===== src/rtl/fifo_sample_reader_pkg.sv =====
// Shared definitions for the audio FIFO read-side controller.
//   - state encoding of the fetch FSM
//   - default byte/sample widths and starvation budget
//   - helper to size the starvation counter
package fifo_sample_reader_pkg;

  localparam int DATA_W_DEF     = 8;
  localparam int SAMPLE_W_DEF   = 16;
  localparam int STARVE_MAX_DEF = 64;

  typedef enum logic [1:0] {
    IDLE     = 2'd0,
    FETCH_LO = 2'd1,
    FETCH_HI = 2'd2,
    DONE     = 2'd3
  } state_e;

  // Width able to hold 0..max inclusive.
  function automatic int cnt_w(input int max);
    return $clog2(max + 1);
  endfunction

endpackage


===== src/rtl/fifo_sample_reader_if.sv =====
// FIFO read port plus sample output path of the sample reader.
//   master : the reader (drives fifo_rd, sample_out, sample_valid)
//   slave  : the FIFO / DAC side (drives fifo_data, fifo_empty)
interface fifo_sample_reader_if #(
  parameter int DATA_W   = 8,
  parameter int SAMPLE_W = 16
);
  logic [DATA_W-1:0]   fifo_data;
  logic                fifo_empty;
  logic                fifo_rd;
  logic [SAMPLE_W-1:0] sample_out;
  logic                sample_valid;

  modport master (
    input  fifo_data, fifo_empty,
    output fifo_rd, sample_out, sample_valid
  );

  modport slave (
    output fifo_data, fifo_empty,
    input  fifo_rd, sample_out, sample_valid
  );
endinterface


===== src/rtl/fifo_sample_reader.sv =====
// Read-side controller for the 8-bit audio FIFO. On each accepted sample
// tick it pops two bytes (low first), assembles a 16-bit sample and pulses
// sample_valid for one cycle. If the FIFO stays empty for STARVE_MAX fetch
// cycles the sample is abandoned: output muted to 0 and underrun raised.
// Ports:
//   clk, rst_n   clock, async active-low reset
//   sample_tick  sample-rate strobe
//   enable       permits new fetches (an in-flight fetch always finishes)
//   flags_clr    clears the sticky flags (a coincident set wins)
//   bus          FIFO read port + sample output (master modport)
//   busy         FSM not idle
//   underrun     sticky: a sample was abandoned on starvation
//   tick_miss    sticky: a tick arrived while busy (tick dropped)
module fifo_sample_reader
  import fifo_sample_reader_pkg::*;
#(
  parameter int DATA_W     = DATA_W_DEF,
  parameter int SAMPLE_W   = SAMPLE_W_DEF,   // must be 2*DATA_W
  parameter int STARVE_MAX = STARVE_MAX_DEF
) (
  input  logic                 clk,
  input  logic                 rst_n,
  input  logic                 sample_tick,
  input  logic                 enable,
  input  logic                 flags_clr,
  fifo_sample_reader_if.master bus,
  output logic                 busy,
  output logic                 underrun,
  output logic                 tick_miss
);

  localparam int CNT_W = cnt_w(STARVE_MAX);

  state_e             state, state_nxt;
  logic [CNT_W-1:0]   starve_cnt, starve_cnt_nxt;
  logic [DATA_W-1:0]  lo_reg;
  logic               fetch, pop, abandon;

  assign fetch = (state == FETCH_LO) || (state == FETCH_HI);
  // Pop only while fetching and data is present: never underflows the FIFO.
  assign pop   = fetch && !bus.fifo_empty;
  // This empty cycle is the STARVE_MAX-th one for the current sample, so
  // give up now rather than counting further. No pop happens here.
  assign abandon = fetch && bus.fifo_empty &&
                   (starve_cnt == CNT_W'(STARVE_MAX - 1));

  assign bus.fifo_rd = pop;
  assign busy        = (state != IDLE);

  always_comb begin
    state_nxt      = state;
    starve_cnt_nxt = starve_cnt;
    unique case (state)
      IDLE: begin
        if (sample_tick && enable) begin
          state_nxt      = FETCH_LO;
          starve_cnt_nxt = '0;
        end
      end
      FETCH_LO: begin
        if (pop)          state_nxt = FETCH_HI;
        else if (abandon) state_nxt = IDLE;
        else              starve_cnt_nxt = starve_cnt + CNT_W'(1);
      end
      FETCH_HI: begin
        // Counter carries over from FETCH_LO: the budget is per sample.
        if (pop)          state_nxt = DONE;
        else if (abandon) state_nxt = IDLE;
        else              starve_cnt_nxt = starve_cnt + CNT_W'(1);
      end
      DONE:    state_nxt = IDLE;
      default: state_nxt = IDLE;
    endcase
  end

  always_ff @(posedge clk or negedge rst_n) begin
    if (!rst_n) begin
      state            <= IDLE;
      starve_cnt       <= '0;
      lo_reg           <= '0;
      bus.sample_out   <= '0;
      bus.sample_valid <= 1'b0;
      underrun         <= 1'b0;
      tick_miss        <= 1'b0;
    end else begin
      state            <= state_nxt;
      starve_cnt       <= starve_cnt_nxt;
      bus.sample_valid <= 1'b0;

      if (state == FETCH_LO && pop) lo_reg <= bus.fifo_data;

      // Output registered on entry to DONE so the valid pulse coincides
      // with the DONE cycle.
      if (state == FETCH_HI && pop) begin
        bus.sample_out   <= {bus.fifo_data, lo_reg};
        bus.sample_valid <= 1'b1;
      end

      // Abandoned sample: mute; any low byte already popped is dropped.
      if (abandon) begin
        bus.sample_out   <= '0;
        bus.sample_valid <= 1'b1;
      end

      // Set has priority over clear.
      if (abandon)        underrun <= 1'b1;
      else if (flags_clr) underrun <= 1'b0;

      if (sample_tick && busy) tick_miss <= 1'b1;
      else if (flags_clr)      tick_miss <= 1'b0;
    end
  end

endmodule


===== src/flat_wrapper.sv =====
// flat-port wrapper written by rule: the top's interface ports become plain ports
module fifo_sample_reader_flat import fifo_sample_reader_pkg::*;
#(
  parameter int DATA_W     = DATA_W_DEF,
  parameter int SAMPLE_W   = SAMPLE_W_DEF,                      
  parameter int STARVE_MAX = STARVE_MAX_DEF
)
  (clk, rst_n, sample_tick, enable, flags_clr, busy, underrun, tick_miss, bus_fifo_data, bus_fifo_empty, bus_fifo_rd, bus_sample_out, bus_sample_valid);
  fifo_sample_reader_if #(.DATA_W(DATA_W), .SAMPLE_W(SAMPLE_W)) bus_i ();
  input  logic clk;
  input  logic rst_n;
  input  logic sample_tick;
  input  logic enable;
  input  logic flags_clr;
  output logic busy;
  output logic underrun;
  output logic tick_miss;
  input wire logic [$bits(bus_i.fifo_data)-1:0] bus_fifo_data;
  input wire logic [$bits(bus_i.fifo_empty)-1:0] bus_fifo_empty;
  output wire logic [$bits(bus_i.fifo_rd)-1:0] bus_fifo_rd;
  output wire logic [$bits(bus_i.sample_out)-1:0] bus_sample_out;
  output wire logic [$bits(bus_i.sample_valid)-1:0] bus_sample_valid;
  assign bus_i.fifo_data = bus_fifo_data;
  assign bus_i.fifo_empty = bus_fifo_empty;
  assign bus_fifo_rd = bus_i.fifo_rd;
  assign bus_sample_out = bus_i.sample_out;
  assign bus_sample_valid = bus_i.sample_valid;
  fifo_sample_reader #(.DATA_W(DATA_W), .SAMPLE_W(SAMPLE_W), .STARVE_MAX(STARVE_MAX)) u_core (.clk(clk), .rst_n(rst_n), .sample_tick(sample_tick), .enable(enable), .flags_clr(flags_clr), .bus(bus_i), .busy(busy), .underrun(underrun), .tick_miss(tick_miss));
endmodule

===== config.mk =====
export PLATFORM = sky130hd
export DESIGN_NAME = fifo_sample_reader_flat
export DESIGN_NICKNAME = d
export VERILOG_FILES = /design/src/rtl/fifo_sample_reader_pkg.sv /design/src/rtl/fifo_sample_reader_if.sv /design/src/rtl/fifo_sample_reader.sv /design/src/flat_wrapper.sv
export SDC_FILE = /design/constraint.sdc
export NUM_CORES = 1
export LEC_CHECK = 0
export BUFFER_PORTS_ARGS = -buffer_cell sky130_fd_sc_hd__buf_2
export CAP_MARGIN = 20
export CELL_PAD_IN_SITES_DETAIL_PLACEMENT = 1
export CELL_PAD_IN_SITES_GLOBAL_PLACEMENT = 2
export CORE_ASPECT_RATIO = 1.2
export CORE_UTILIZATION = 37
export CTS_CLUSTER_SIZE = 10
export DETAILED_ROUTE_END_ITERATION = 7
export HOLD_SLACK_MARGIN = 0.03
export PLACE_DENSITY_LB_ADDON = 0.1
export SETUP_SLACK_MARGIN = 0.5
export SYNTH_ARGS = -nofsm -noshare
export SYNTH_HDL_FRONTEND = slang
export SYNTH_SLANG_ARGS = --single-unit

===== constraint.sdc =====
create_clock -name clk -period 3 [get_ports clk]
set_clock_uncertainty 0.1 [all_clocks]
set_input_delay 0.15 -clock clk [delete_from_list [all_inputs] [get_ports clk]]
set_output_delay 0.15 -clock clk [all_outputs]
set_load 0.01 [all_outputs]

# Word level (Yosys, flattened, before mapping)
# Index checks and enable logic that the tools add are counted.
[word_totals]
regBits = 36
word_cells = 48
output_inout_bits = 21
in_bits = 14
[op_classes]
addsub = 1
n_reduce_logical = 17
n_mux = 16
eq_ne = 7
[ops]
columns = ["op", "count"]
rows = [
  ["16-bit two-way mux", 2],
  ["7-bit two-way mux", 3],
  ["7-bit one-hot mux with 2 select lines", 1],
  ["2-bit nonzero test", 5],
  ["2-bit two-way mux", 4],
  ["2-bit one-hot mux with 4 select lines", 1],
  ["7-bit by 1-bit adder with 7-bit output, second input constant", 1],
  ["7-bit by 6-bit equality test with 1-bit output, second input constant", 1],
  ["1-bit logical AND", 7],
  ["1-bit two-way mux", 5],
  ["2-bit equality test, second input constant", 2],
  ["2-bit inequality test, second input constant", 2],
  ["4-bit AND reduction", 1],
  ["2-bit by 1-bit equality test with 1-bit output, second input constant", 1],
  ["2-bit logical NOT", 1],
  ["2-bit by 1-bit inequality test with 1-bit output, second input constant", 1],
  ["2-bit OR reduction", 1],
  ["1-bit logical NOT", 1],
  ["1-bit logical OR", 1],
]

# Logic depth before layout (Yosys ltp)
# Gate-level depths: netlist (run 1).
[logic_depth]
word_depth = 7
depth_mapped = 7
mapped_depth_nobuf = 6

# Worst setup path after synthesis (run 1)
# Ideal clock, no wire load.
[synth_path]
path_kind = "reg-to-reg"
from = "register u_core.state[1]"
to = "register u_core.lo_reg[0]"
path_slack_ps = 1313
stages_incl_launch_ff = 7
required_time_ps = 2775
setup_time_ps = 125
path_buffers = 0
t_arrival_ps = 1462
synth_period_minus_slack_ps = 1687
cell_sequence = "dfrtp_1 inv_1 ha_1 nand2b_4 inv_1 nand2_2 mux2_2"
[synth_via]
elab_chain_cells = 4
word_cells_on_any_way = 5
classes_between = "eq/ne: 2; reduce/logical: 3"
[synth_rtl]
columns = ["item", "line", "source"]
rows = [
  ["start, declared", "fifo_sample_reader.sv:34", "state_e state, state_nxt;"],
  ["start signal, assigned", "fifo_sample_reader.sv:86", "state <= state_nxt;"],
  ["2-bit by 1-bit equality test with 1-bit output or 2-bit equality test (tied branches)", "fifo_sample_reader.sv:39", "assign fetch = (state == FETCH_LO) || (state == FETCH_HI);"],
  ["1-bit logical OR (*)", "fifo_sample_reader.sv:39", ""],
  ["1-bit logical AND (*)", "fifo_sample_reader.sv:41", "assign pop = fetch && !bus.fifo_empty;"],
  ["via bus_fifo_rd", "flat_wrapper.sv:20", "output wire logic [$bits(bus_i.fifo_rd)-1:0] bus_fifo_rd;"],
  ["1-bit logical AND (*)", "fifo_sample_reader.sv:90", "if (state == FETCH_LO && pop) lo_reg <= bus.fifo_data;"],
  ["end signal, assigned", "fifo_sample_reader.sv:90", ""],
  ["end, declared", "fifo_sample_reader.sv:36", "logic [DATA_W-1:0] lo_reg;"],
]
# The timed path passes the listed nets; every way through them passes the cells marked *.
# A chain may end at the register's enable or synchronous reset.

# Worst setup path in the final report (run 1)
[layout_path]
from = "register u_core.state[1]"
to = "register u_core.state[0]"
[layout_via]
elab_chain_cells = 7
word_cells_on_any_way = 13
classes_between = "eq/ne: 4; mux: 4; reduce/logical: 5"
[layout_rtl]
columns = ["item", "line", "source"]
rows = [
  ["2-bit by 1-bit equality test with 1-bit output or 2-bit equality test (tied branches)", "fifo_sample_reader.sv:39, fifo_sample_reader.sv:53", ""],
  ["1-bit logical OR", "fifo_sample_reader.sv:39", ""],
  ["1-bit logical AND (2 in a row)", "fifo_sample_reader.sv:44", "assign abandon = fetch && bus.fifo_empty &&"],
  ["2-bit two-way mux", "n/a", ""],
  ["2-bit two-way mux, on equally long branches", "fifo_sample_reader.sv:67, fifo_sample_reader.sv:61", ""],
  ["2-bit one-hot mux with 4 select lines", "fifo_sample_reader.sv:53", "unique case (state)"],
]
# Several ways; a longest one is shown, not always the timed one.

==> results.md, run 1 <==
* Status: finished clean
* Clk Latency, worst-skew pair at 0.29 ns
* Ant diodes at 0
* Fin cells at approximately 270
* Worst-path fanout max at 19
* Hold path cells at 3
* Number of fill cells at 519
* MaxCap Viol Count at 0
* Average cell area after synthesis at 11.0 µm²
* Internal power component at about 1.3 mW
* Maximum clock rate at 509 MHz
* Startpoint types: flip-flop
* GR Overflow Total at 0
* Synth warnings at 0
* Initial Util at around 39%
* Worst Reg-to-Reg Cells at 7
* Count of state elements after synthesis at 36
* Die area at around 0.0050 mm²
* Grt met3 use at 3.68%
* HP Start: enable
* Max_slew headroom at 45.4%
* Part of the cycle the worst path needs at 65.4%
* Detail Placement HPWL at 2790 µm
* Ys async rst share at between 90% and 100%
* Final Power at between 2 and 2.5 mW
* WL/cell at 15.7 µm
* Cells after synthesis at 159
* 1st-iter DRT viols at 19
* Final hold violation count at 0
* Largest register FFs at 16
* Vias in the first global route at 1464
* Initial antenna violation count at 0
* Worst hold path class: in2reg
* Die X at approximately 65 µm
* Rows at 27
* Worst VDD drop at between 400 and 500 µV
* R2r setup slk at 1.04 ns
* TritonCTS Buffers at 5
* Std-Cell Core Area at around 0.0046 mm²
* Crit path cell chain: inv_1 -> ha_1 -> inv_2 -> nor3_4 -> buf_4 -> a21oi_1 -> a2bb2oi_1
* Final setup fails at 0
* CP max-delay cell: ha_1
* Setup TNS at 0 ns
* RSZ-0062 raised after global routing: false
* Reg power frac at 40.2%
* Vias per cell at slightly above 5
* WS Path Type: reg2reg
* Endpoint, Worst Hold: u_core.starve_cnt[6]
* Standby leakage power at 1.00 nW
* Final #Nets at 224
* DRC viols at 0
* Crit path max-delay family: adder cells
* Worst slew pin tran at slightly above 0.8 ns
* Largest net degree at the start of global routing at 38
* Placed instance count at roughly 250
* Clock power share at 17.0%
* Slowest stage delay, CP at 0.47 ns
* Area growth from synthesis to layout at 23.4%
* Clk sink count at 36
* Post-CTS setup buffer count at 0
* Sequential area share after synthesis at 51.3%
* Die H at roughly 77 µm
* Gr busiest metal: met2
* Share of cells above drive strength 1 at 28.5%
* Syn Nets at 177
* Routability Congestion at 0.764
* Minimum clock period after layout at around 2.0 ns
* Netlist cell types at 34
* Clock root buffer: clkbuf_8
* Buffers on Ports at 34
* Hold slack at 0.176 ns
* EDFF count, synth at 0
* ANT nets after route at 0
* Crit path buffers/inverters at 3
* Routed vias at 1365
* Clock transition at path regs at roughly 0.070 ns
* GR Util met1 at 21.6%
* Drt first pass iters at 4
* Clk buf depth at 2
* Synth Flop Type: dfrtp_1
* Final core utilization at between 40% and 50%
* R2R Path End: u_core.state[0]
* Total routed wirelength at between 4000 and 5000 µm
* CTS tree: built
* First-pass GRT wire length at approximately 7000 µm
* Worst R2R Start: u_core.state[1]
* CP Capture Type: flip-flop
* Comb pwr share at 42.7%
* Grt met2 use at 32.3%
* Htree depth at 2
* Max Slew Vio Count at 0
* Tot GR Track Use at 18.3%
* Io pins at 35
* Req. time, crit path at 3.07 ns
* Arrival @ worst endpoint at 2.04 ns
* Power Dens Cells at 959 mW/mm²
* Switching share of power at between 30% and 40%
* Post-Synthesis Cell Area at 0.00176 mm²
* Switching pwr at roughly 0.8 mW
## timing repair
item                      4_1_cts  5_1_grt
hold buffers                   11        0
hold endpoints to repair       46        0
gates resized for setup         0        0
## layout by cell type, fill, tap and decap left out, types with 2 or more instances in the layout
cell type / n
a21boi_0: 3
a21oi_1: 3
a2bb2oi_1: 3
a31oi_1: 2
buf_2: 34
buf_4: 2
clkbuf_1: 2
clkbuf_8: 6
dfrtp_1: 36
dlygate4sd3_1: 11
ha_1: 4
inv_1: 8
mux2_2: 8
mux2i_1: 18
nand2_1: 24
nand3_1: 3
nor2_1: 4
o21ai_0: 4
o22ai_1: 16
## cell usage after synthesis (2+ instances only)
master / n / area (µm²)
a2bb2oi_1: 3 / 26.3
a21oi_1: 3 / 15.0
o21ai_0: 4 / 20.0
buf_6: 2 / 22.5
inv_1: 8 / 30.0
nor2_1: 4 / 15.0
nand2_1: 24 / 90.1
mux2i_1: 18 / 180
ha_1: 4 / 50.1
a21boi_0: 3 / 22.5
mux2_2: 8 / 90.1
nand3_1: 3 / 15.0
dfrtp_1: 36 / 901
a31oi_1: 2 / 12.5
clkbuf_1: 3 / 11.3
o22ai_1: 16 / 100
## layer usage
metal / share of wire [%] / vias to the layer above / wire, µm
met1: 43 / 678 / 1770
met4: 1.4 / 0 / 59
li1: - / 658 / -
met5: 0 / - / 0
met2: 53 / 23 / 2190
met3: 3.0 / 6 / 125
## power groups by stage
stage	registers, mW	clock network (mW)	logic [mW]
5_1_grt	0.860	0.387	0.989
3_3_place_gp	0.832	0	0.848
6_report	0.837	0.354	0.889
3_5_place_dp	0.841	0	0.893
4_1_cts	0.837	0.368	0.908
2_1_floorplan	0.865	0	0.575
## area by class of cell
class                   instances  area, µm²  share of cell area (%)
well taps                      58       72.6                    3.35
flip-flops and latches         36        901                    41.5
multi-input cells             107        776                    35.8
clock buffers                   8       90.1                    4.15
repair buffers                 47        295                    13.6
inverters                       9       33.8                    1.56
## metrics by stage
stage	setup slack (ns)	area [µm²]
4_1_cts	1.01	2170
5_1_grt	0.901	2170
3_3_place_gp	1.16	1970
6_report	1.04	2170
2_1_floorplan	1.31	1760
3_5_place_dp	1.02	1970
## cell families after synthesis
group | synth area share [%]
muxes | 15.4
and+or+nand+nor | 11.5
AOI/OAI and AO/OA | 14.5
adders and majority gates | 2.85
DFF | 51.3
buffers and inverters | 4.56
## worst min-delay path, cell delays in order
cell	delay, ns
buf_2	0.09
a21bo_2	0.19
a21boi_0	0.10
## worst max-delay path by stage
stage / startpoint / endpoint / slack [ns] / cells past startpoint
floorplan: u_core.state[1] / u_core.lo_reg[0] / 1.31 / 6
global placement: u_core.state[1] / u_core.state[0] / 1.16 / 7
detailed placement: u_core.state[1] / u_core.state[0] / 1.02 / 7
CTS: u_core.state[1] / u_core.state[0] / 1.01 / 7
global route: u_core.state[1] / u_core.state[0] / 0.90 / 7
finish: u_core.state[1] / u_core.state[0] / 1.04 / 7
(Power assumes the default switching activity.)
==> inputs of run 2 (changes only) <==
--- a/config.mk
+++ b/config.mk
@@ -10,7 +10,7 @@
 export CELL_PAD_IN_SITES_DETAIL_PLACEMENT = 1
 export CELL_PAD_IN_SITES_GLOBAL_PLACEMENT = 2
 export CORE_ASPECT_RATIO = 1.2
-export CORE_UTILIZATION = 37
+export CORE_UTILIZATION = 31
 export CTS_CLUSTER_SIZE = 10
 export DETAILED_ROUTE_END_ITERATION = 7
 export HOLD_SLACK_MARGIN = 0.03
==> constraint.sdc (replaced) <==
create_clock -name clk -period 1.6 [get_ports clk]
set_clock_uncertainty 0.1 [all_clocks]
set_input_delay 0.08 -clock clk [delete_from_list [all_inputs] [get_ports clk]]
set_output_delay 0.08 -clock clk [all_outputs]
set_load 0.01 [all_outputs]
==> run 2 against run 1 <==
  * The flow now finishes with violations (DRC, hold timing, setup timing)
  * Power grew 140%
  * Combinational power rose to 3.0 times the previous value
  * Cell count up 11%
  * Worst hold slack got worse by 0.18 ns
  * Register-to-register slack got worse by 1.0 ns
  * Clock power increased by 130%
  * Non-clock buffer count increased by 26
  * Routed wire length is 23% higher
  * Critical path type unchanged
  * Largest cell class is now multi-input combinational cells
  * Largest power group unchanged
  * Highest routed layer unchanged
==> results.md, run 2 (synthesized netlist as in run 1, its figures left out) <==
* Drt first pass iters at 6 (+2)
* Initial antenna violation count at 0 (unchanged)
* Final core utilization at 49.4% (+1.9 points)
* Final #Nets at 250 (+12%)
* First-pass GRT wire length at 8360 µm (+19%)
* Vias per cell at 5.11 (-0.89%)
* Endpoint, Worst Hold: u_core.bus.sample_out[3]
* DRC viols at 4 (+4)
* Area of the multi-input gates at 937 µm² (+21%)
* Req. time, crit path at 1.66 ns (-1.41 ns)
* Number of fill cells at 592 (+14%)
* Total routed wirelength at 5110 µm (+23%)
* Die area at 0.00597 mm² (+19%)
* Hold path cells at 2 (-1)
* Max Slew Vio Count at 0 (unchanged)
* Io pins at 35 (unchanged)
* Maximum clock rate at 623 MHz (+22%)
* Buffers on Ports at 34 (unchanged)
* Standby leakage power at 1.24 nW (+23%)
* WS Path Type: reg2reg
* Die H at 84.5 µm (+9.0%)
* Tot GR Track Use at 18.4% (+0.023 points)
* Part of the cycle the worst path needs at 100% (+35 points)
* Max_slew headroom at 67.0% (+22 points)
* Vias in the first global route at 1670 (+14%)
* R2r setup slk at -0.005 ns (-1.04 ns)
* Storage element area at 901 µm² (unchanged)
* Routability Congestion at 0.761 (-0.43%)
* Final hold violation count at 1 (+1)
* CP Capture Type: flip-flop
* RSZ-0062 raised after global routing: true
* Fin worst setup slack at -0.00519 ns (-1.04 ns)
* Fin cells at 295 (+11%)
* Place WS at -0.0647 ns (-1.09 ns)
* Commonest non-fill, non-tap cell in the layout: dfrtp_1
* MaxCap Viol Count at 0 (unchanged)
* Clk sink count at 36 (unchanged)
* Clock root buffer: clkbuf_8
* Startpoint types: flip-flop
* Clock transition at path regs at 0.08 ns (about the same)
* Hold slack at -0.00579 ns (-0.182 ns)
* Final setup fails at 1 (+1)
* Rows at 29 (+7.4%)
* Status: finished with violations
* CTS tree: built
* Clk buf depth at 2 (unchanged)
* Post-route cell area at 0.00265 mm² (+22%)
* Htree depth at 2 (unchanged)
* Clk Latency, worst-skew pair at 0.29 ns (about the same)
* Most frequent cells in the layout: dfrtp_1 (36), buf_2 (32), nand2_1 (22)
* Worst VDD drop at 809 µV (+95%)
* Worst R2R Start: u_core.state[1]
* Worst slew pin tran at 0.495 ns (-0.325 ns)
* Placed instance count at 260 (+5.7%)
* GR Overflow Total at 0 (unchanged)
* Minimum clock period after layout at 1.61 ns (-0.358 ns)
* Initial Util at 32.7% (-5.8 points)
* Die X at 70.7 µm (+9.0%)
* ANT nets after route at 0 (unchanged)
* Std-Cell Core Area at 0.00537 mm² (+18%)
* Post-DP Area at 0.00213 mm² (+8.4%)
* Ant diodes at 0 (unchanged)
* 1st-iter DRT viols at 27 (+8)
* Largest net degree at the start of global routing at 32 (-16%)
* Failing checks: DRC, hold timing, setup timing
* Worst-path fanout max at 5 (-14)
* Worst hold path class: in2reg
* Detail Placement HPWL at 3340 µm (+20%)
* Routed vias at 1506 (+10%)
* Share of cells above drive strength 1 at 43.8% (+15 points)
* HP Start: bus_fifo_empty
* Final Power at 5.07 mW (+140%)
* R2R Path End: u_core.state[0]
* Largest register FFs at 16 (unchanged)
* Arrival @ worst endpoint at 1.67 ns (-0.37 ns)
* Power Dens Cells at 1910 mW/mm² (+99%)
* TritonCTS Buffers at 5 (unchanged)
* Area growth from synthesis to layout at 51.1%
* WL/cell at 17.3 µm (+11%)
* # hold bufs at CTS at 11 (unchanged)
* Worst Reg-to-Reg Cells at 7 (unchanged)
run 2: per-layer routing:
metal,routed length [µm],part of all wire (%),track usage (%)
met2,2820,55,34.2
met3,148,2.9,3.60
met5,0,0,0
met1,2090,41,20.4
met4,60,1.2,6.91
run 2: worst max-delay path, cell delays in order (launching register included):
cell and delay (ns):
dfrtp_1 0.36, inv_2 0.07, ha_4 0.31, inv_4 0.04, nor3_4 0.22, buf_6 0.16, a21oi_4 0.06, a2bb2oi_2 0.14
run 2: repair_timing:
action                                 4_1_cts  5_1_grt
gates cloned                                 1        0
setup buffers                               11        4
pin swaps                                    6        3
setup endpoints to repair                   38       38
gates resized for setup                     23       17
endpoints found under the hold margin       48        1
run 2: cell type report:
| type | count | area share [%] |
|---|---|---|
| well taps | 62 | 2.92 |
| clock inverters | 2 | 1.32 |
| flip-flops and latches | 36 | 33.9 |
| multi-input cells | 107 | 35.3 |
| repair buffers | 73 | 22.1 |
| clock buffers | 6 | 2.73 |
| inverters | 9 | 1.65 |
run 2: worst max path at each step:
stage	startpoint	end	slack (ns)	cells past startpoint
after detailed placement	u_core.state[0]	u_core.starve_cnt[1]	-0.06	6
after global routing	u_core.state[1]	u_core.state[0]	-0.07	6
after global placement	u_core.state[0]	u_core.starve_cnt[1]	0.04	6
final	u_core.state[1]	u_core.state[0]	-0.005	7
after floorplan	u_core.state[1]	u_core.bus.sample_out[10]	0.07	6
after CTS	u_core.state[0]	u_core.state[0]	0.03	7
run 2: power breakdown:
| part | switching (mW) | leakage (nW) | internal (mW) |
|---|---|---|---|
| Combinational | 1.24 | 0.717 | 1.43 |
| Sequential | 0.305 | 0.465 | 1.29 |
| Clock | 0.341 | 0.0552 | 0.463 |
| Total | 1.89 | 1.24 | 3.18 |
run 2: per-stage QoR:
stage | TNS [ns] | hold slack, ns
2_1_floorplan | 0 | -0.316
3_3_place_gp | 0 | -0.0468
3_5_place_dp | -0.105 | -0.0314
4_1_cts | 0 | 0.000000722
5_1_grt | -1.04 | 0.0142
6_report | -0.00519 | -0.00579
==> inputs of run 3 (changes only) <==
--- a/config.mk
+++ b/config.mk
@@ -11,6 +11,7 @@
 export CELL_PAD_IN_SITES_GLOBAL_PLACEMENT = 2
 export CORE_ASPECT_RATIO = 1.2
 export CORE_UTILIZATION = 31
+export CTS_BUF_LIST = sky130_fd_sc_hd__clkbuf_16
 export CTS_CLUSTER_SIZE = 10
 export DETAILED_ROUTE_END_ITERATION = 7
 export HOLD_SLACK_MARGIN = 0.03
==> run 3 against run 2 <==
  * The flow finishes with violations (DRC, setup timing)
  * Fmax is 1.8% lower
  * Die area stayed put
  * Setup slack worse by 0.030 ns
  * Register-to-register slack worse by 0.03 ns
  * Clock-buffer cell count is 1 lower
  * Worst hold slack better by 0.037 ns
  * Flip-flop and latch count stayed put
  * Combinational power is 3% higher
  * Clock power is 38% higher
  * First-iteration DRC count is 67% higher
  * Global-route usage is 0.94 points higher
  * Critical endpoint unchanged
  * Largest cell class unchanged
==> results.md, run 3 (synthesized netlist as in run 1, its figures left out) <==
* Status: finished with violations
* Failing checks: DRC, setup timing
* Worst-path fanout max at 5 (unchanged)
* Part of the cycle the worst path needs at 102% (+1.9 points)
* Clk buf depth at 2 (unchanged)
* CP Capture Type: flip-flop
* Total routed wirelength at 5400 µm (+5.7%)
* CP Launch Point: u_core.state[1]
* Die X at 70.7 µm (unchanged)
* Slowest stage delay, CP at 0.38 ns (+0.02 ns)
* Grt met3 use at 3.60% (unchanged)
* R2r setup slk at -0.04 ns (-0.03 ns)
* Crit path cell chain: inv_2 -> ha_4 -> inv_4 -> nor3_4 -> buf_6 -> a21oi_2 -> a2bb2oi_2
* Worst R2R Start: u_core.state[1]
* Minimum clock period after layout at 1.64 ns (+0.0301 ns)
* R2R Path End: u_core.state[0]
* Drt first pass iters at 6 (unchanged)
* GR Overflow Total at 0 (unchanged)
* Share of cells above drive strength 1 at 44.3% (+0.48 points)
* Max Slew Vio Count at 0 (unchanged)
* ANT nets after route at 0 (unchanged)
* First-pass GRT wire length at 8800 µm (+5.2%)
* Vias per cell at 5.14 (+0.65%)
* Final setup fails at 19 (+18)
* WL/cell at 18.2 µm (+4.9%)
* Die H at 84.5 µm (unchanged)
* Req. time, crit path at 1.65 ns (about the same)
* Htree depth at 2 (unchanged)
* Commonest non-fill, non-tap cell in the layout: dfrtp_1
* WS Path Type: reg2reg
* Most frequent cells in the layout: dfrtp_1 (36), buf_2 (32), nand2_1 (23)
* MaxCap Viol Count at 0 (unchanged)
* TritonCTS Buffers at 5 (unchanged)
* Routability Congestion at 0.761 (unchanged)
* Initial antenna violation count at 0 (unchanged)
* Die area at 0.00597 mm² (unchanged)
* Crit path buffers/inverters at 3 (unchanged)
* Ant diodes at 0 (unchanged)
* Max_slew headroom at 67.5% (+0.52 points)
* DRC viols at 4 (unchanged)
* Rows at 29 (unchanged)
* Final hold violation count at 0 (-1)
* Io pins at 35 (unchanged)
* Worst hold path class: in2reg
* Arrival @ worst endpoint at 1.68 ns (about the same)
* RSZ-0062 raised after global routing: true
* Largest register FFs at 16 (unchanged)
* Largest net degree at the start of global routing at 32 (unchanged)
* Fin worst setup slack at -0.0352 ns (-0.0301 ns)
* 1st-iter DRT viols at 45 (+67%)
* HP Start: bus_fifo_empty
* Area growth from synthesis to layout at 55.8%
* GR Util met1 at 21.8% (+1.4 points)
* Final #Nets at 252 (+0.80%)
* Clock root buffer: clkbuf_16
* Clock transition at path regs at 0.06 ns (-0.02 ns)
* Gr busiest metal: met2
* CP max-delay cell: dfrtp_1
* Power Dens Cells at 1990 mW/mm² (+4.4%)
* Number of fill cells at 582 (-1.7%)
* Grt met2 use at 36.5% (+2.3 points)
* Clk sink count at 36 (unchanged)
* Std-Cell Core Area at 0.00537 mm² (unchanged)
* Worst Reg-to-Reg Cells at 7 (unchanged)
* Initial Util at 32.7% (unchanged)
* Post-DP Area at 0.00213 mm² (unchanged)
* Maximum clock rate at 612 MHz (-1.8%)
* Crit path max-delay family: flip-flops
* Startpoint types: flip-flop
* Worst VDD drop at 1000 µV (+24%)
* Final core utilization at 51.0% (+1.6 points)
* Buffers on Ports at 34 (unchanged)
* Standby leakage power at 1.28 nW (+3.1%)
* Tot GR Track Use at 19.3% (+0.94 points)
* Vias in the first global route at 1705 (+2.1%)
* CP Capture Point: u_core.state[0]
* Clk Latency, worst-skew pair at 0.28 ns (about the same)
* Post-route cell area at 0.00274 mm² (+3.2%)
* Detail Placement HPWL at 3340 µm (unchanged)
* Worst slew pin tran at 0.487 ns (-0.00773 ns)
* Crit path depth at 7 (unchanged)
* Routed vias at 1526 (+1.3%)
* CTS tree: built
-- run 3: changes by cell type in the layout (fill, tap and decap cells not counted), moves of 2 or more --
cell and change:
buf_4 +2, o22ai_1 -2, clkbuf_16 +5, clkbuf_8 -5
o22ai_2 +2
-- run 3: layout make-up --
cell class	count	area, µm²	area share [%]
clock buffer	5	125	4.57
clock inverter	3	38.8	1.42
inverter	9	43.8	1.60
multi-input combinational	107	933	34.1
sequential	36	901	32.9
tap	62	77.6	2.83
timing repair buffer	75	618	22.6
-- run 3: power by group --
part           internal, mW  switching [mW]  total, mW
clock network         0.727           0.381       1.11
registers              1.29           0.311       1.60
logic                  1.48            1.27       2.75
-- run 3: through the flow --
step	setup slack, ns	setup TNS, ns	power (mW)	hold WS (ns)	instances
detailed placement	-0.0647	-0.105	3.60	-0.0314	260
global placement	0.0359	0	3.49	-0.0468	260
CTS	0.0235	0	5.25	0.0297	293
global route	-0.0947	-1.62	5.79	0.0470	297
floorplan	0.0664	0	2.88	-0.316	159
finish	-0.0352	-0.241	5.46	0.0309	297
-- run 3: metal layers --
| layer | vias to the layer above | routed length [µm] |
|---|---|---|
| met2 | 28 | 2990 |
| met4 | 0 | 97 |
| li1 | 724 | - |
| met3 | 8 | 142 |
| met1 | 766 | 2170 |
| met5 | - | 0 |
-- run 3: worst register-to-register path: stages (launching register included) --
cell and delay, ns:
dfrtp_1 0.38, inv_2 0.08, ha_4 0.32, inv_4 0.05, nor3_4 0.19, buf_6 0.15
a21oi_2 0.07, a2bb2oi_2 0.15
-- run 3: worst min path at each step --
stage / to / slack (ns) / cells past startpoint
after floorplan: u_core.bus.sample_out[0] / -0.32 / 0
final: u_core.bus.sample_out[3] / 0.03 / 2
after global routing: u_core.bus.sample_out[1] / 0.05 / 2
after global placement: u_core.tick_miss / -0.05 / 1
after detailed placement: u_core.tick_miss / -0.03 / 1
after CTS: u_core.bus.sample_out[1] / 0.03 / 2
-- run 3: repair_timing --
item                                    CTS  global route
setup buffers                            12             4
pin swaps                                 4             4
gates resized for setup                  26            12
hold endpoints to repair                 28             0
endpoints found under the setup margin   38            38
hold buffers                             11             0
gates cloned                              2             0
